[config.mk]
export PLATFORM = sky130hd
export DESIGN_NAME = count_sched_flat
export DESIGN_NICKNAME = d
export VERILOG_FILES = /design/src/rtl/count_sched_pkg.sv /design/src/rtl/count_sched_if.sv /design/src/rtl/count_sched_arb.sv /design/src/rtl/count_sched.sv /design/src/flat_wrapper.sv
export SDC_FILE = /design/constraint.sdc
export NUM_CORES = 1
export LEC_CHECK = 0
export ABC_CLOCK_PERIOD_IN_PS = 2600
export CORE_MARGIN = 2
export CORE_UTILIZATION = 45
export DETAILED_ROUTE_END_ITERATION = 7
export MAX_ROUTING_LAYER = met4
export PLACE_DENSITY = 0.84
export SLEW_MARGIN = 20
export SYNTH_ARGS = -nofsm -noshare
export SYNTH_HDL_FRONTEND = slang
export SYNTH_HIERARCHICAL = 1
export SYNTH_SLANG_ARGS = --single-unit
[constraint.sdc]
create_clock -name clock -period 2.6 [get_ports clock]
set_clock_uncertainty 0.05 [all_clocks]
set_input_delay 0.52 -clock clock [delete_from_list [all_inputs] [get_ports clock]]
set_output_delay 0.52 -clock clock [all_outputs]
set_load 0.1 [all_outputs]
[src/rtl/count_sched_pkg.sv]
// Shared types and constants for the count_sched counter scheduler.
package count_sched_pkg;

    localparam int WIDTH = 4;
    localparam int CMIN  = 2;
    localparam int CMAX  = 10;

    typedef enum logic [1:0] {
        IDLE = 2'd0,
        LOAD = 2'd1,
        STEP = 2'd2,
        DONE = 2'd3
    } state_t;

    typedef enum logic {
        OP_LOAD = 1'b0,
        OP_STEP = 1'b1
    } op_t;

endpackage

[src/rtl/count_sched_if.sv]
// Requester, counter-pin and response bundle for count_sched.
interface count_sched_if #(
    parameter int NREQ  = 2,
    parameter int WIDTH = 4
);
    localparam int IDW = (NREQ > 1) ? $clog2(NREQ) : 1;

    logic [NREQ-1:0]       req_valid;
    logic [NREQ-1:0]       req_ready;
    logic [NREQ-1:0]       req_op;
    logic [NREQ-1:0]       req_dir;
    logic [NREQ*WIDTH-1:0] req_arg;
    logic                  cnt_load_n;
    logic                  cnt_up_down;
    logic [WIDTH-1:0]      cnt_data_in;
    logic [WIDTH-1:0]      cnt_data_out;
    logic                  resp_valid;
    logic [IDW-1:0]        resp_id;
    logic [WIDTH-1:0]      resp_count;
    logic                  resp_err;
    logic                  busy;

    // Requesters and the counter model sit on the master side.
    modport master (
        output req_valid, req_op, req_dir, req_arg, cnt_data_out,
        input  req_ready, cnt_load_n, cnt_up_down, cnt_data_in,
        input  resp_valid, resp_id, resp_count, resp_err, busy
    );

    modport slave (
        input  req_valid, req_op, req_dir, req_arg, cnt_data_out,
        output req_ready, cnt_load_n, cnt_up_down, cnt_data_in,
        output resp_valid, resp_id, resp_count, resp_err, busy
    );
endinterface

[src/rtl/count_sched_arb.sv]
// One-hot grant generator: rotating priority from ptr_i, or fixed lowest-index
// priority when COUNT_SCHED_FIXED_PRIO_EN is defined.
module count_sched_arb #(
    parameter int NREQ = 2,
    parameter int IDW  = 1
) (
    input  logic [NREQ-1:0] req_i,
`ifndef COUNT_SCHED_FIXED_PRIO_EN
    input  logic [IDW-1:0]  ptr_i,
`endif
    output logic [NREQ-1:0] gnt_o,
    output logic [IDW-1:0]  id_o,
    output logic            any_o
);

    // Walk candidates from lowest to highest priority so the best one is written last.
    always_comb begin
        gnt_o = '0;
        id_o  = '0;
        any_o = |req_i;
`ifdef COUNT_SCHED_FIXED_PRIO_EN
        for (int i = NREQ - 1; i >= 0; i--) begin
            id_o = req_i[i] ? IDW'(i) : id_o;
        end
`else
        for (int k = NREQ - 1; k >= 0; k--) begin
            id_o = req_i[(int'(ptr_i) + k) % NREQ] ? IDW'((int'(ptr_i) + k) % NREQ) : id_o;
        end
`endif
        if (any_o) begin
            gnt_o[id_o] = 1'b1;
        end else begin
            gnt_o = '0;
        end
    end

endmodule

[src/rtl/count_sched.sv]
// Scheduler sharing one loadable up/down mod counter between NREQ requesters.
// Optional COUNT_SCHED_FIXED_PRIO_EN selects fixed priority instead of round-robin.
module count_sched
    import count_sched_pkg::*;
#(
    parameter int NREQ  = 2,
    parameter int WIDTH = count_sched_pkg::WIDTH,
    parameter int CMIN  = count_sched_pkg::CMIN,
    parameter int CMAX  = count_sched_pkg::CMAX
) (
    input logic          clock,
    input logic          resetn,
    count_sched_if.slave bus
);
    localparam int IDW = (NREQ > 1) ? $clog2(NREQ) : 1;

    state_t           state_q, state_d;
    op_t              op_q, op_d;
    logic             dir_q, dir_d;
    logic [WIDTH-1:0] arg_q, arg_d;
    logic [WIDTH-1:0] rem_q, rem_d;
    logic [IDW-1:0]   id_q, id_d;
    logic             err_q, err_d;

    logic [NREQ-1:0]  gnt_s;
    logic [IDW-1:0]   gnt_id_s;
    logic             any_s;
    logic [WIDTH-1:0] win_arg_s;
    logic             legal_s;

`ifndef COUNT_SCHED_FIXED_PRIO_EN
    logic [IDW-1:0]   rr_q, rr_d;
`endif

    count_sched_arb #(.NREQ(NREQ), .IDW(IDW)) u_arb (
        .req_i (bus.req_valid),
`ifndef COUNT_SCHED_FIXED_PRIO_EN
        .ptr_i (rr_q),
`endif
        .gnt_o (gnt_s),
        .id_o  (gnt_id_s),
        .any_o (any_s)
    );

    assign win_arg_s = bus.req_arg[int'(gnt_id_s)*WIDTH +: WIDTH];
    assign legal_s   = (arg_q >= WIDTH'(CMIN)) && (arg_q <= WIDTH'(CMAX));

    // State and command registers.
    always_ff @(posedge clock) begin
        if (!resetn) begin
            state_q <= IDLE;
            op_q    <= OP_LOAD;
            dir_q   <= 1'b0;
            arg_q   <= '0;
            rem_q   <= '0;
            id_q    <= '0;
            err_q   <= 1'b0;
`ifndef COUNT_SCHED_FIXED_PRIO_EN
            rr_q    <= '0;
`endif
        end else begin
            state_q <= state_d;
            op_q    <= op_d;
            dir_q   <= dir_d;
            arg_q   <= arg_d;
            rem_q   <= rem_d;
            id_q    <= id_d;
            err_q   <= err_d;
`ifndef COUNT_SCHED_FIXED_PRIO_EN
            rr_q    <= rr_d;
`endif
        end
    end

    // Next state and pin drive; reset overrides everything with the freeze pattern.
    always_comb begin
        state_d         = state_q;
        op_d            = op_q;
        dir_d           = dir_q;
        arg_d           = arg_q;
        rem_d           = rem_q;
        id_d            = id_q;
        err_d           = err_q;
`ifndef COUNT_SCHED_FIXED_PRIO_EN
        rr_d            = rr_q;
`endif
        bus.req_ready   = '0;
        bus.cnt_load_n  = 1'b0;
        bus.cnt_up_down = 1'b0;
        bus.cnt_data_in = bus.cnt_data_out;
        bus.resp_valid  = 1'b0;
        bus.resp_id     = '0;
        bus.resp_count  = '0;
        bus.resp_err    = 1'b0;
        bus.busy        = resetn && (state_q != IDLE);

        case (state_q)
            IDLE: begin
                bus.req_ready = gnt_s;
                if (any_s) begin
                    op_d  = op_t'(bus.req_op[gnt_id_s]);
                    dir_d = bus.req_dir[gnt_id_s];
                    arg_d = win_arg_s;
                    rem_d = win_arg_s;
                    id_d  = gnt_id_s;
                    err_d = 1'b0;
`ifndef COUNT_SCHED_FIXED_PRIO_EN
                    rr_d  = (int'(gnt_id_s) == NREQ - 1) ? '0 : gnt_id_s + IDW'(1);
`endif
                    if (!bus.req_op[gnt_id_s]) begin
                        state_d = LOAD;
                    end else if (win_arg_s != '0) begin
                        state_d = STEP;
                    end else begin
                        state_d = DONE;
                    end
                end else begin
                    state_d = IDLE;
                end
            end
            LOAD: begin
                if (legal_s) begin
                    bus.cnt_data_in = arg_q;
                end else begin
                    err_d = 1'b1;
                end
                state_d = DONE;
            end
            STEP: begin
                bus.cnt_load_n  = 1'b1;
                bus.cnt_up_down = dir_q;
                rem_d           = rem_q - WIDTH'(1);
                if (rem_q == WIDTH'(1)) begin
                    state_d = DONE;
                end else begin
                    state_d = STEP;
                end
            end
            DONE: begin
                bus.resp_valid = 1'b1;
                bus.resp_id    = id_q;
                bus.resp_count = bus.cnt_data_out;
                bus.resp_err   = err_q;
                state_d        = IDLE;
            end
            default: begin
                state_d = IDLE;
            end
        endcase

        if (!resetn) begin
            bus.req_ready   = '0;
            bus.cnt_load_n  = 1'b0;
            bus.cnt_up_down = 1'b0;
            bus.cnt_data_in = bus.cnt_data_out;
            bus.resp_valid  = 1'b0;
            bus.resp_id     = '0;
            bus.resp_count  = '0;
            bus.resp_err    = 1'b0;
        end else begin
            bus.busy = state_q != IDLE;
        end
    end

endmodule

[src/flat_wrapper.sv]
// flat-port wrapper written by rule: the top's interface ports become plain ports
module count_sched_flat import count_sched_pkg::*;
#(
    parameter int NREQ  = 2,
    parameter int WIDTH = count_sched_pkg::WIDTH,
    parameter int CMIN  = count_sched_pkg::CMIN,
    parameter int CMAX  = count_sched_pkg::CMAX
)
  (clock, resetn, bus_req_valid, bus_req_op, bus_req_dir, bus_req_arg, bus_cnt_data_out, bus_req_ready, bus_cnt_load_n, bus_cnt_up_down, bus_cnt_data_in, bus_resp_valid, bus_resp_id, bus_resp_count, bus_resp_err, bus_busy);
  count_sched_if #(.NREQ(NREQ), .WIDTH(WIDTH)) bus_i ();
  input logic clock;
  input logic resetn;
  input wire logic [$bits(bus_i.req_valid)-1:0] bus_req_valid;
  input wire logic [$bits(bus_i.req_op)-1:0] bus_req_op;
  input wire logic [$bits(bus_i.req_dir)-1:0] bus_req_dir;
  input wire logic [$bits(bus_i.req_arg)-1:0] bus_req_arg;
  input wire logic [$bits(bus_i.cnt_data_out)-1:0] bus_cnt_data_out;
  output wire logic [$bits(bus_i.req_ready)-1:0] bus_req_ready;
  output wire logic [$bits(bus_i.cnt_load_n)-1:0] bus_cnt_load_n;
  output wire logic [$bits(bus_i.cnt_up_down)-1:0] bus_cnt_up_down;
  output wire logic [$bits(bus_i.cnt_data_in)-1:0] bus_cnt_data_in;
  output wire logic [$bits(bus_i.resp_valid)-1:0] bus_resp_valid;
  output wire logic [$bits(bus_i.resp_id)-1:0] bus_resp_id;
  output wire logic [$bits(bus_i.resp_count)-1:0] bus_resp_count;
  output wire logic [$bits(bus_i.resp_err)-1:0] bus_resp_err;
  output wire logic [$bits(bus_i.busy)-1:0] bus_busy;
  assign bus_i.req_valid = bus_req_valid;
  assign bus_i.req_op = bus_req_op;
  assign bus_i.req_dir = bus_req_dir;
  assign bus_i.req_arg = bus_req_arg;
  assign bus_i.cnt_data_out = bus_cnt_data_out;
  assign bus_req_ready = bus_i.req_ready;
  assign bus_cnt_load_n = bus_i.cnt_load_n;
  assign bus_cnt_up_down = bus_i.cnt_up_down;
  assign bus_cnt_data_in = bus_i.cnt_data_in;
  assign bus_resp_valid = bus_i.resp_valid;
  assign bus_resp_id = bus_i.resp_id;
  assign bus_resp_count = bus_i.resp_count;
  assign bus_resp_err = bus_i.resp_err;
  assign bus_busy = bus_i.busy;
  count_sched #(.NREQ(NREQ), .WIDTH(WIDTH), .CMIN(CMIN), .CMAX(CMAX)) u_core (.clock(clock), .resetn(resetn), .bus(bus_i));
endmodule
After elaboration in Yosys (flattened, before gate mapping)

Cells that the tools add are included.

Reductions and logical operators: 12
Mux-type cells: 43
Magnitude comparators: 6
Bitwise logic cells: 1
Shift-type cells: 1
Equal/unequal tests: 6
Add/sub/neg operators: 3

Operators with widths:

| kind                  | number |
|---|---|
| $mux W1               | 28 |
| $mux W4               | 6 |
| $mux W2               | 5 |
| $pmux W2 S4           | 1 |
| $pmux W4 S2           | 1 |
| $shiftx A8 B4 Y4      | 1 |
| $reduce_bool A2 Y1    | 3 |
| $eq A2 B2 Y1 const B  | 2 |
| $eq A4 B1 Y1 const B  | 1 |
| $ge A4 B2 Y1 const B  | 1 |
| $le A4 B4 Y1 const B  | 1 |
| $lt A1 B2 Y1 const B  | 2 |
| $reduce_and A2 Y1     | 2 |
| $reduce_bool A4 Y1    | 1 |
| $sub A4 B1 Y4 const B | 1 |
| $logic_and A1 B1 Y1   | 3 |
| $lt A2 B3 Y1 const B  | 1 |
| $reduce_and A3 Y1     | 1 |
| $add A1 B1 Y1 const B | 2 |
| $eq A2 B1 Y1 const B  | 1 |
| $logic_not A2 Y1      | 1 |
| $ne A2 B1 Y1 const B  | 1 |
| $ne A2 B2 Y1 const B  | 1 |
| $pmux W1 S2           | 1 |
| 4 further kinds       | 4 |

Input bits: 20
Flip-flop bits (word level): 14

Logic depth before layout (Yosys ltp)

Depth after elaboration: 14
Gate-level depth with buffers: 6
Gate-level depth less buffers: 5

Cells and area by module

Netlist, hierarchy kept.

Modules (own cells, without submodules):

| module          | instances | cells each | area each (um^2) |
|---|---|---|---|
| count_sched     | 1         | 130        | 1043.5 |
| count_sched_arb | 1         | 5          | 32.5 |

Worst setup path after synthesis

OpenSTA, ideal clock, no wires.

Kind: input-to-output
From: input port resetn
To: output port bus_cnt_data_in[2]
Data required time: 2.030 ns
Buffers on the path: 1
Cell stages on the path: 3
Path slack: -1.045 ns
Arrival: 3.075 ns
Cells stage by stage: buf_2 -> nand2_1 -> o32ai_1

Longest elaborated chain between the ends: 1

Ends and longest elaborated chain:

| element     | line               | text |
|---|---|---|
| from (decl) | flat_wrapper.sv:12 | `input logic resetn;` |
| $mux W4     | count_sched.sv:151 | `if (!resetn) begin` |
| to (decl)   | flat_wrapper.sv:21 | `output wire logic [$bits(bus_i.cnt_data_in)-1:0] bus_cnt_data_in;` |

No other way between the ends.

Final worst setup path

From: input port resetn
To: output port bus_cnt_data_in[1]

The elaborated chain is that of the path after synthesis.

==> impl_metrics.ini <==
[outcome]
outcome = finished, final reports clean

[pwr]
seqPwrFrac = 0.317
cellPowerDensity_nw_per_um2 = 547.9
p_total_w = 0.0009187
swShare = 0.4248
p_leak_nw = 0.7645
p_comb_frac = 0.510
power.share.clock = 0.173
intPower_w = 0.0005284
p_switching_w = 0.0003903
peakVddDrop_mv = 0.4478

[setup_path]
setup.worst_path.start_class = input port
worstRegToRegCells = 5
cpPeakStageDelay_ps = 490
reg2reg_to = u_core/rem_q[0]
cp_data_arrival_time_ps = 1890
cp_max_fo = 5
endpoint_kind = output port
path_delay_family = buffers and inverters
required_ps = 2030
slowest_stage = clkdlybuf4s50_1
critPathBufInv = 2
r2r-start = u_core/state_q[0]
path_cells = clkdlybuf4s50_1, and2_1, a31oi_1, o221ai_2, buf_12
r2r_setup_slack_ps = 780
crit_type = in -> out

[final_layout]
multi_input_area_um2 = 744.5
diodes = 0
drive_above_1_share = 0.1893
fillCellCount = 168
fin_nets = 196
area_growth_pct = 55.81
seqCellArea_um2 = 282.8
utilization = 0.7507
stdcell_area_um2 = 1677

[logic_synthesis]
ys.warnings.count = 6
postSynth.asyncResetShare = 0
yosysTopAreaCell = dfxtp_1
seq_area_frac_synth = 0.2605
synth.area.top_cells = dfxtp_1, mux2i_1, ha_1, and3_1, o211a_1
synth_top_area_share = 0.2605
syn-cell-area_um2 = 1076
avgSynthCellArea_um2 = 7.971
synthFlopType = dfxtp_1
ys_ff_latch = 14
netlist_instances = 135
synth_nets = 161
synth_commonest_cells = dfxtp_1, nand2_1, inv_1
synth-edff-count = 0
synth_cell_type_count = 43

[sta]
rsz0062_at_grt = no
slew_violations = 0
hold_violations = 0
slew_headroom = 0.5571
max_freq_ghz = 0.4067
whs_ps = 437.0
setup_viol = 0
setup_ws_ps = 141.1
tightestPinTransition_ps = 664.0
period_share = 0.9457
finalCriticalPeriod_ps = 2459

[global_route]
antenna_found_initial = 0
grt_pass1_wl_um = 4912
grt_pass1_vias = 1136
grt_max_degree = 16
grt_overflow = 0
grtUsageTotal = 0.2505

[min_path]
hold_class = reg -> reg
hold_start = u_core/id_q
min_to = u_core/id_q
holdPathStages = 2

[placement]
dpl_cell_area_um2 = 1640
place_ws_ps = 147.3
post-dp-hpwl_um = 2412
gp_congestion = 0.8499
io_buffers = 35

[floorplanning]
start_util = 0.4818
die_h_um = 52.90
fp.dieW_um = 52.90
rows = 17
die_area_um2 = 2798
pin_count = 36
core_um2 = 2233

[clocking]
cts_htree_levels = 1
clk_pin_slew_ps = 90
cts_repair_resize_count = 0
insertion_delay_ps = 280
cts_buffers = 3
clockBufferDepth = 2
cts_sinks = 14
ctsHoldBuffers = 0
cts_tree = built
post_cts_buffers = 0
clock-root-buffer = clkbuf_4

[route]
wl_per_cell_um = 15.29
vias = 1166
first_pass_iters = 5
drc_errors = 0
viasPerCell = 5.919
drtAntennaViolNets = 0
routed_wl_um = 3013
drt_iter0_drc = 23

[run]
cap_violations = 0
==> final cells by class <==
type / instances / share of cell area
Tap cell: 28 / 0.02090
Timing Repair Buffer: 38 / 0.3179
Sequential cell: 14 / 0.1687
Inverter: 12 / 0.02687
Clock buffer: 4 / 0.02164
Multi-Input combinational cell: 101 / 0.4440
==> sequential cells by signal (all words and copies together) (netlist names) <==
register,flops
u_core/arg_q,4
u_core/dir_q,1
u_core/err_q,1
u_core/id_q,1
u_core/rem_q,4
u_core/rr_q,1
u_core/state_q,2
==> worst max path at each step <==
stage | from | endpoint | slack [ps] | cells past startpoint
2_1_floorplan | u_core/state_q[1] | bus_cnt_data_in[0] | -190 | 5
3_3_place_gp | resetn | bus_cnt_data_in[0] | 240 | 5
3_5_place_dp | resetn | bus_cnt_data_in[1] | 150 | 5
4_1_cts | resetn | bus_cnt_data_in[1] | 140 | 5
5_1_grt | resetn | bus_cnt_data_in[0] | 80 | 5
6_report | resetn | bus_cnt_data_in[1] | 140 | 5
==> per-stage QoR <==
| step | instances | TNS, ps |
|---|---|---|
| 2_1_floorplan | 135 | -324.2 |
| 3_3_place_gp | 193 | 0 |
| 3_5_place_dp | 193 | 0 |
| 4_1_cts | 197 | 0 |
| 5_1_grt | 197 | 0 |
| 6_report | 197 | 0 |
==> worst reg2reg max path, delay by kind of cell, from the launching register on <==
family | cells | cell delay, ps
flip-flops | 1 | 350
AO/OA/AOI/OAI | 1 | 280
buffers and inverters | 1 | 100
multiplexers | 1 | 270
AND/OR/NAND/NOR | 1 | 230
adder cells (fa/ha/maj) | 1 | 430
==> per-layer routing <==
layer,vias to the layer above,global-route usage,share of wire
met2,57,0.4396,0.50
met3,17,0.03672,0.055
met5,-,-,0
li1,561,-,-
met4,0,0.1538,0.047
met1,531,0.2634,0.39
==> power groups by stage <==
stage	logic (W)	clock network, W	registers (W)
2_1_floorplan	0.000327	0	0.000276
3_3_place_gp	0.000445	0	0.000291
3_5_place_dp	0.000466	0	0.000295
4_1_cts	0.000468	0.000162	0.000290
5_1_grt	0.000500	0.000176	0.000298
6_report	0.000469	0.000159	0.000291
==> layout by cell type, fill, tap and decap left out, types with 2 or more instances in the layout <==
cell type         n
a21boi_1          3
a21o_1            2
a21oi_1           3
and2_1            6
and3_1            9
buf_12           16
buf_4             3
clkbuf_4          3
clkdlybuf4s50_1  19
dfxtp_1          12
dfxtp_2           2
ha_1              5
inv_1            11
mux2i_1           8
nand2_1          14
nand2b_1          2
nand3_1           2
nor2_1            2
nor3_1            3
o211a_1           6
o21ai_0           6
o22a_1            2
o22ai_1           3
==> cell families after synthesis <==
| family | share of synthesized area |
|---|---|
| fa+ha+maj | 0.06977 |
| simple gates | 0.2384 |
| buf+inv | 0.07674 |
| flops | 0.2605 |
| mux | 0.08489 |
| compound gates | 0.2698 |
Power figures use the tool's default switching activity.
